==> src/rtl/pipeline_front_control_pkg.sv <==
// Shared constants and types for the fetch-side pipeline control slice.
package pipeline_front_control_pkg;

    localparam int unsigned PC_W = 32;
    localparam int unsigned WD_W = 8;

    localparam logic [PC_W-1:0] NOP_INSTR        = 32'h0000_0000;
    localparam logic [PC_W-1:0] PC_STEP          = 32'd4;
    localparam logic [PC_W-1:0] DEFAULT_RESET_PC = 32'h0000_0000;
    localparam logic [PC_W-1:0] PC_ALIGN_MASK    = 32'hFFFF_FFFC;

    typedef enum logic [1:0] {
        IFID_HOLD  = 2'b00,
        IFID_LOAD  = 2'b01,
        IFID_CLEAR = 2'b10
    } ifid_ctrl_e;

endpackage

==> src/rtl/pipeline_front_control_if_id_register.sv <==
// IF/ID pipeline register: instruction, PC+4 and valid bit with hold/clear/load control.
module if_id_register
    import pipeline_front_control_pkg::*;
(
    input  logic            clk,
    input  logic            rst_n,
    input  ifid_ctrl_e      ctrl_i,
    input  logic [PC_W-1:0] instr_i,
    input  logic [PC_W-1:0] pc_plus4_i,
    output logic [PC_W-1:0] instr_o,
    output logic [PC_W-1:0] pc_plus4_o,
    output logic            valid_o
);

    logic [PC_W-1:0] instr_q;
    logic [PC_W-1:0] pc_plus4_q;
    logic            valid_q;

    always_ff @(posedge clk or negedge rst_n) begin
        if (!rst_n) begin
            instr_q    <= NOP_INSTR;
            pc_plus4_q <= '0;
            valid_q    <= 1'b0;
        end else begin
            unique case (ctrl_i)
                IFID_LOAD: begin
                    instr_q    <= instr_i;
                    pc_plus4_q <= pc_plus4_i;
                    valid_q    <= 1'b1;
                end
                IFID_CLEAR: begin
                    instr_q    <= NOP_INSTR;
                    pc_plus4_q <= '0;
                    valid_q    <= 1'b0;
                end
                default: begin
                    instr_q    <= instr_q;
                    pc_plus4_q <= pc_plus4_q;
                    valid_q    <= valid_q;
                end
            endcase
        end
    end

    assign instr_o    = instr_q;
    assign pc_plus4_o = pc_plus4_q;
    assign valid_o    = valid_q;

endmodule

==> src/rtl/pipeline_front_control.sv <==
// Front-end control: PC register, IF/ID register, branch redirect, EX bubble and stall watchdog.
// Optional stall/flush performance counters are built when FRONT_PERF_COUNTERS_EN is defined.
module pipeline_front_control
    import pipeline_front_control_pkg::*;
#(
    parameter logic [PC_W-1:0] RESET_PC       = DEFAULT_RESET_PC,
    parameter int unsigned     WATCHDOG_LIMIT = 8,
    parameter int unsigned     COUNT_W        = 32
) (
    input  logic               clk,
    input  logic               rst_n,
    input  logic               stall,
    input  logic               flush,
    input  logic               branchTakenID,
    input  logic [PC_W-1:0]    branchTargetID,
    input  logic [PC_W-1:0]    instrIF,
    output logic [PC_W-1:0]    pcIF,
    output logic [PC_W-1:0]    instrID,
    output logic [PC_W-1:0]    pcPlus4ID,
    output logic               validID,
    output logic               bubbleEX,
    output logic               stallTimeout,
    output logic [COUNT_W-1:0] stallCycles,
    output logic [COUNT_W-1:0] flushCount
);

    localparam logic [WD_W-1:0] WD_LIMIT = WD_W'(WATCHDOG_LIMIT);

    logic [PC_W-1:0] pc_q, pc_d;
    logic [PC_W-1:0] pc_plus4;
    ifid_ctrl_e      ifid_ctrl;

    logic [WD_W-1:0] wd_q, wd_d;
    logic            timeout_q, timeout_d;

    assign pc_plus4 = pc_q + PC_STEP;
    assign bubbleEX = stall | flush;

    // Stall outranks redirect: a branch seen during a stall is not yet resolved.
    always_comb begin
        pc_d      = pc_q;
        ifid_ctrl = IFID_HOLD;
        if (stall) begin
            pc_d      = pc_q;
            ifid_ctrl = IFID_HOLD;
        end else if (branchTakenID) begin
            pc_d      = branchTargetID & PC_ALIGN_MASK;
            ifid_ctrl = IFID_CLEAR;
        end else begin
            pc_d      = pc_plus4;
            ifid_ctrl = IFID_LOAD;
        end
    end

    always_comb begin
        wd_d = '0;
        if (stall) begin
            wd_d = (wd_q == WD_LIMIT) ? wd_q : wd_q + 8'd1;
        end
        timeout_d = timeout_q | (wd_d == WD_LIMIT);
    end

    always_ff @(posedge clk or negedge rst_n) begin
        if (!rst_n) begin
            pc_q      <= RESET_PC;
            wd_q      <= '0;
            timeout_q <= 1'b0;
        end else begin
            pc_q      <= pc_d;
            wd_q      <= wd_d;
            timeout_q <= timeout_d;
        end
    end

    if_id_register u_if_id (
        .clk        (clk),
        .rst_n      (rst_n),
        .ctrl_i     (ifid_ctrl),
        .instr_i    (instrIF),
        .pc_plus4_i (pc_plus4),
        .instr_o    (instrID),
        .pc_plus4_o (pcPlus4ID),
        .valid_o    (validID)
    );

    assign pcIF         = pc_q;
    assign stallTimeout = timeout_q;

`ifdef FRONT_PERF_COUNTERS_EN
    logic [COUNT_W-1:0] stall_cnt_q, stall_cnt_d;
    logic [COUNT_W-1:0] flush_cnt_q, flush_cnt_d;
    logic               redirect;

    assign redirect = ~stall & branchTakenID;

    always_comb begin
        stall_cnt_d = stall_cnt_q;
        flush_cnt_d = flush_cnt_q;
        if (stall && (stall_cnt_q != '1)) begin
            stall_cnt_d = stall_cnt_q + 1'b1;
        end
        if (redirect && (flush_cnt_q != '1)) begin
            flush_cnt_d = flush_cnt_q + 1'b1;
        end
    end

    always_ff @(posedge clk or negedge rst_n) begin
        if (!rst_n) begin
            stall_cnt_q <= '0;
            flush_cnt_q <= '0;
        end else begin
            stall_cnt_q <= stall_cnt_d;
            flush_cnt_q <= flush_cnt_d;
        end
    end

    assign stallCycles = stall_cnt_q;
    assign flushCount  = flush_cnt_q;
`else
    assign stallCycles = '0;
    assign flushCount  = '0;
`endif

endmodule
==> config.mk <==
export PLATFORM = sky130hd
export DESIGN_NAME = pipeline_front_control
export DESIGN_NICKNAME = d
export VERILOG_FILES = /design/src/rtl/pipeline_front_control_pkg.sv /design/src/rtl/pipeline_front_control_if_id_register.sv /design/src/rtl/pipeline_front_control.sv
export SDC_FILE = /design/constraint.sdc
export NUM_CORES = 1
export LEC_CHECK = 0
export CORE_MARGIN = 2
export CORE_UTILIZATION = 60
export CTS_BUF_LIST = sky130_fd_sc_hd__clkbuf_4
export CTS_CLUSTER_DIAMETER = 200
export DETAILED_ROUTE_END_ITERATION = 8
export DONT_BUFFER_PORTS = 1
export PLACE_DENSITY_LB_ADDON = 0.25
export REMOVE_ABC_BUFFERS = 1
export SYNTH_ARGS = -nofsm -noshare
export SYNTH_HDL_FRONTEND = slang
export SYNTH_SLANG_ARGS = --single-unit
==> constraint.sdc <==
create_clock -name clk -period 2.54 [get_ports clk]
set_input_delay 0.254 -clock clk [delete_from_list [all_inputs] [get_ports clk]]
set_output_delay 0.254 -clock clk [all_outputs]
set_load 0.05 [all_outputs]
==> results of run 1 <==
==> kinds of logic after synthesis <==
logic type      synth area share
mux                      0.00549
buf+inv                    0.129
other cells             0.000658
fa+ha+maj                0.00659
simple gates               0.214
flops                      0.452
xor+xnor                  0.0307
compound gates             0.161
==> synthesized netlist by cell type, types with 3 or more instances <==
master / count / area (um2)
o311ai_0: 14 / 123
dfrtp_1: 103 / 2580
nand4_1: 17 / 106
clkbuf_1: 36 / 135
xor2_1: 7 / 61.3
or2_2: 3 / 18.8
nand3_1: 33 / 165
nor2_1: 30 / 113
nor4_1: 7 / 43.8
xnor2_1: 13 / 114
buf_2: 6 / 30.0
a31oi_1: 3 / 18.8
nor3_1: 9 / 45.0
o21ai_0: 58 / 290
a21oi_1: 9 / 45.0
and2_1: 3 / 18.8
buf_4: 69 / 518
or4_1: 5 / 37.5
o211ai_1: 11 / 82.6
buf_1: 3 / 11.3
ha_1: 3 / 37.5
and3_1: 7 / 43.8
inv_1: 11 / 41.3
a22oi_1: 19 / 143
nand2_1: 116 / 435
nor2b_1: 5 / 31.3
nand4b_1: 4 / 35.0
a22o_1: 3 / 26.3
==> metrics by stage <==
| stage | total power [mW] | hold WS (ns) | cells | setup WS, ns |
|---|---|---|---|---|
| after floorplan | 3.14 | -0.0416 | 596 | 0.107 |
| after global placement | 3.38 | -0.0396 | 762 | 0.441 |
| after detailed placement | 3.41 | -0.0395 | 762 | 0.375 |
| after CTS | 4.53 | -0.555 | 832 | 0.360 |
| after global routing | 4.76 | 0.0113 | 836 | 0.180 |
| final | 4.56 | 0.0340 | 836 | 0.328 |
==> cell type report <==
class | instances | area, um2
clock buffer | 9 | 67.6
tap | 129 | 161
multi-input combinational | 482 | 2630
sequential | 103 | 2580
fill | 717 | 2750
inverter | 11 | 41.3
timing repair buffer | 97 | 913
clock inverter | 5 | 98.8
==> layer usage <==
layer  vias to the layer above  GRT usage
met5                         -          0
met4                         0     0.0728
met3                        14     0.0870
met2                       248      0.480
met1                      2372      0.366
li1                       2261          -
==> worst paths after layout <==
kind | end | startpoint | cells after the start
setup reg to reg | pcIF[29] | pcIF[2] | 5
setup / recovery | pcIF[29] | pcIF[2] | 5
hold reg to reg | wd_q[7] | wd_q[7] | 2
hold / removal | pcIF[3] | branchTargetID[3] | 2
max in group asynchronous | u_if_id.instr_o[0] | rst_n | 2
min in group asynchronous | u_if_id.pc_plus4_o[12] | rst_n | 2
==> power groups by stage <==
stage | Clock (mW) | Sequential (mW) | Combinational (mW)
final | 1.01 | 2.32 | 1.23
after global routing | 1.10 | 2.34 | 1.32
after CTS | 1.04 | 2.32 | 1.17
after detailed placement | 0 | 2.35 | 1.06
after global placement | 0 | 2.35 | 1.04
after floorplan | 0 | 2.63 | 0.513
==> timing repair <==
action / 4_1_cts / 5_1_grt
hold buffers: 56 / 4
gates resized for setup: 0 / 0
hold endpoints to repair: 202 / 105
==> placed cells by master, fill, tap and decap left out, drive strengths merged, types with 3 or more instances in the layout <==
master       synthesis  final
nor4                 9      9
inv                 11     11
nand4b               4      4
nand3               35     35
ha                   3      3
nor2b                5      5
a22o                 3      3
dfrtp              103    103
a31oi                3      3
nand2              116    116
o311ai              16     16
or4                  5      5
xnor2               13     13
a21oi                9      9
nor3                 9      9
conb                 1     66
buf                 78     39
and2                 3      3
nor2                30     30
o21ai               58     58
clkbuf              36      9
bufinv               0      3
or2                  3      3
and3                 7      7
dlygate4sd3          0     58
a22oi               19     19
nand4               18     18
xor2                 7      7
o211ai              11     11
==> sequential cells by signal (all words and copies together), names as in the netlist <==
signal / count
pcIF: 30
u_if_id.instr_o: 32
u_if_id.valid_o: 1
wd_q: 8
stallTimeout: 1
u_if_id.pc_plus4_o: 31
==> out/metrics.yaml, run 1 <==
status: "complete, no violations"
end_kind: "flip-flop"
cp_max_fo: 8
path_clk_slew_ns: 0.15
min_path_type: "input pin to flip-flop"
cellLeakagePower_nw: 2.85
skew_ns: 0.0211
die_x_um: 101
first_global_vias: 4441
setup_viol: 0
nets: 776
avgSynthCellArea_um2: 8.84
power.share.sequential: 0.509
ys_warn_count: 0
cts.path.max_buffers: 2
routed_wirelength_um: 15200
drt_first_pass_iters: 5
ys_types: 55
min_period_over_period: 0.871
synthArstFlopShare: 1.00
rows: 35
synth-edff-count: 0
final_area_um2: 6490
diodes: 0
die_h_um: 101
grt_first_pass_wirelength_um: 23100
ys_ff_latch: 103
synth_seq_area_share: 0.452
place_hpwl_um: 9380
wl_met1_um: 6110
drtAntennaViolNets: 0
drive_gt1_frac: 0.0877
drt_iter0_drc: 307
post_cts_buffers: 0
setup-tns-final_ns: 0
final_max_slew_viol_count: 0
overflow: 0
port_buffers: 0
ctsRootBufferMaster: "clkbuf_4"
wl_met2_um: 7530
postLayoutCoreUtil: 0.703
path_delay_family: "simple AND/OR/NAND/NOR gates"
critPathMaxStageDelay_ns: 0.67
post_dp_cell_area_um2: 5690
post-route-drc-count: 0
path_buf_inv: 1
vdd_ir_drop_max_mv: 0.458
netlist_instances: 645
p_per_area_nw_per_um2: 702
ys.flop_type: "dfrtp_1"
max_freq_mhz: 452
rsz0062_at_grt: "false"
critPathRequiredTime_ns: 2.87
hold_viol_final: 0
path_cells: "buf_4 -> nand4_1 -> or4_1 -> o311ai_0 -> nand3_1"
arrival_ns: 2.54
rrSetupSlack_ns: 0.33
io_pins: 232
area_growth_pct: 13.9
cts_tree: "built"
place.gp.congestion: 0.895
core-area_um2: 9240
vias: 4895
cts_buffers: 9
start_util: 0.617
die_area_um2: 10300
p_sw_frac: 0.424
slew_headroom: 0.390
h-tree-depth: 3
wl_met3_um: 1370
highest_layer: "met4"
drv_cap: 0
period_minus_slack_ns: 2.21
clk_latency_ns: 0.45
switching_power_mw: 1.93
clkPwrFrac: 0.222
wl_per_cell_um: 18.2
slowest_stage: "or4_1"
crit_type: "flip-flop to flip-flop"
via_per_inst: 5.86
critPathLaunchType: "flip-flop"
track_usage: 0.287
grt_max_degree: 143
tightestPinTransition_ns: 0.915
antenna_found_initial: 0
cellInternalPower_mw: 2.63
p_comb_frac: 0.269
synth_area_um2: 5700
clock_sinks: 103
Power figures use the tool's default switching activity.
==> run 2, diff against run 1 <==
CELL_PAD_IN_SITES_DETAIL_PLACEMENT = 1   (was unset)
CELL_PAD_IN_SITES_GLOBAL_PLACEMENT = 2   (was unset)
CORE_UTILIZATION = 37   (was 60)
==> run 2 against run 1 <==
  * Worst setup slack worse by 0.044 ns
  * Global-route usage is 6.7 points lower
  * Maximum frequency is 2.0% lower
  * Via count is 0.29% higher
==> out/metrics.yaml, run 2 (same netlist as run 1, synthesis figures left out) <==
tightestPinTransition_ns: 0.950  # +0.0352 ns
overflow: 0  # unchanged
slew_headroom: 0.365  # -0.0255
postLayoutCoreUtil: 0.435  # -0.267
endpoint: "pcIF[8]"
die_area_um2: 16400  # +59%
wl_per_cell_um: 19.8  # +8.9%
end_kind: "flip-flop"
slowest_stage: "dlygate4sd3_1"
rows: 45  # +29%
finalWorstSetupSlack_ns: 0.283  # -0.0442 ns
dp_cells: 823  # +8.0%
rrSetupSlack_ns: 0.28  # -0.04 ns
min_path_type: "input pin to flip-flop"
post_dp_cell_area_um2: 5780  # +1.6%
path_delay_family: "buffers and inverters"
drt_first_pass_iters: 4  # -1
pre_cts_ws_ns: 0.341  # -0.0334 ns
setup-tns-final_ns: 0  # unchanged
core-area_um2: 15100  # +64%
arrival_ns: 2.63  # +0.09 ns
hold_start: "branchTargetID[9]"
track_usage: 0.220  # -0.0673
drv_cap: 0  # unchanged
antenna_found_initial: 0  # unchanged
critPathLaunchType: "flip-flop"
area_growth_pct: 15.6
cp_common_cell: "and3_1"
first_global_vias: 5083  # +14%
place_hpwl_um: 11100  # +18%
ctsRootBufferMaster: "clkbuf_4"
grt_max_degree: 145  # +1.4%
cts_tree: "built"
drt_iter0_drc: 248  # -19%
final_max_slew_viol_count: 0  # unchanged
vias: 4909  # +0.29%
port_buffers: 0  # unchanged
grt_first_pass_wirelength_um: 28200  # +22%
place.gp.congestion: 0.802  # -10%
final_cell_mix: "nand2_1, dfrtp_1, conb_1"
start_util: 0.376  # -0.241
reg2reg_to: "pcIF[8]"
path_cells: "buf_4 -> and3_1 -> and3_1 -> o21bai_1 -> o2bb2ai_1 -> dlygate4sd3_1"
crit_type: "flip-flop to flip-flop"
nFillCells: 1771  # +150%
path_clk_slew_ns: 0.16  # about the same
post_cts_buffers: 0  # unchanged
p_per_area_nw_per_um2: 668  # -4.8%
rsz0062_at_grt: "false"
largest_reg_flops: 32  # unchanged
period_minus_slack_ns: 2.26  # +0.0442 ns
drtAntennaViolNets: 0  # unchanged
seq_area_um2: 2580  # unchanged
clk_latency_ns: 0.48  # +0.03 ns
nets: 785  # +1.2%
post-route-drc-count: 0  # unchanged
max_freq_mhz: 443  # -2.0%
r2r_start: "pcIF[4]"
cp_max_fo: 8  # unchanged
skew_ns: 0.0188  # -0.00223 ns
critPathMaxStageDelay_ns: 0.57  # -0.10 ns
cts.path.max_buffers: 2  # unchanged
cellLeakagePower_nw: 2.86  # +0.52%
h-tree-depth: 3  # unchanged
diodes: 0  # unchanged
via_per_inst: 5.44  # -7.1%
drive_gt1_frac: 0.0868  # -0.000860
vdd_ir_drop_max_mv: 0.285  # -38%
clock_sinks: 103  # unchanged
cp-startpoint: "pcIF[4]"
status: "complete, no violations"
multi_input_area_um2: 2630  # unchanged
die_x_um: 128  # +26%
io_pins: 232  # unchanged
min_period_over_period: 0.888  # +0.0174
cts_resized: 0  # unchanged
final_common_cell: "nand2_1"
setup_viol: 0  # unchanged
die_h_um: 128  # +26%
routed_wirelength_um: 17800  # +17%
cp.depth: 6  # +1
path_buf_inv: 2  # +1
rr_worst_depth: 6  # +1
instances_no_fill: 902  # +7.9%
cts_buffers: 9  # unchanged
final_area_um2: 6590  # +1.5%
hold_viol_final: 0  # unchanged
critPathRequiredTime_ns: 2.91  # +0.04 ns
[run 2: cell types whose count changed in the layout (fill, tap and decap cells not counted), sizes merged]
cell	previous run	this run
dlygate4sd3	58	65
buf	39	41
bufinv	3	1
[run 2: per-layer routing]
| metal | wire, um | share of wire | track usage |
|---|---|---|---|
| met4 | 315 | 0.018 | 0.0763 |
| met3 | 1220 | 0.068 | 0.0555 |
| met1 | 7720 | 0.43 | 0.279 |
| met5 | 0 | 0 | 0 |
| met2 | 8580 | 0.48 | 0.364 |
[run 2: final cells by class]
class                   instances  area share
clock buffers                   9      0.0103
inverters                      11     0.00627
multi-input cells             482       0.399
well taps                     188      0.0357
repair buffers                106       0.152
clock inverters                 3     0.00589
flip-flops and latches        103       0.391
[run 2: per-stage QoR]
step | power (mW) | hold WS [ns]
CTS | 4.45 | 0.00330
finish | 4.40 | 0.0266
global placement | 3.41 | -0.0394
global route | 4.63 | 0.00250
detailed placement | 3.44 | -0.0392
floorplan | 3.14 | -0.0416
[run 2: worst register-to-register path, stage by stage, from the launching register on]
cell           delay [ns]
dfrtp_1              0.41
buf_4                0.26
and3_1               0.40
and3_1               0.27
o21bai_1             0.08
o2bb2ai_1            0.15
dlygate4sd3_1        0.57
[run 2: worst min-delay path by stage]
stage                     depth (start not counted)                  to  slack, ns
after global placement                            0  u_if_id.instr_o[3]      -0.04
after CTS                                         2             pcIF[9]      0.003
after global routing                              3            pcIF[11]      0.003
final                                             2             pcIF[9]       0.03
after detailed placement                          0  u_if_id.instr_o[3]      -0.04
after floorplan                                   0            pcIF[10]      -0.04
[run 2: timing repair]
item | in CTS | in global routing
hold buffers | 67 | 0
setup endpoints to repair | 0 | 0
hold endpoints to repair | 201 | 0
[run 2: power breakdown]
part,internal (mW),leakage [nW],switching [mW]
Combinational,0.347,1.49,0.909
Clock,0.276,0.0610,0.543
Sequential,1.81,1.31,0.523
Total,2.43,2.86,1.97
==> run 3, diff against run 2 <==
TNS_END_PERCENT = 30   (was unset)
==> results of run 3 <==
The final DEF is identical to that of run 2; final timing and power are the same.
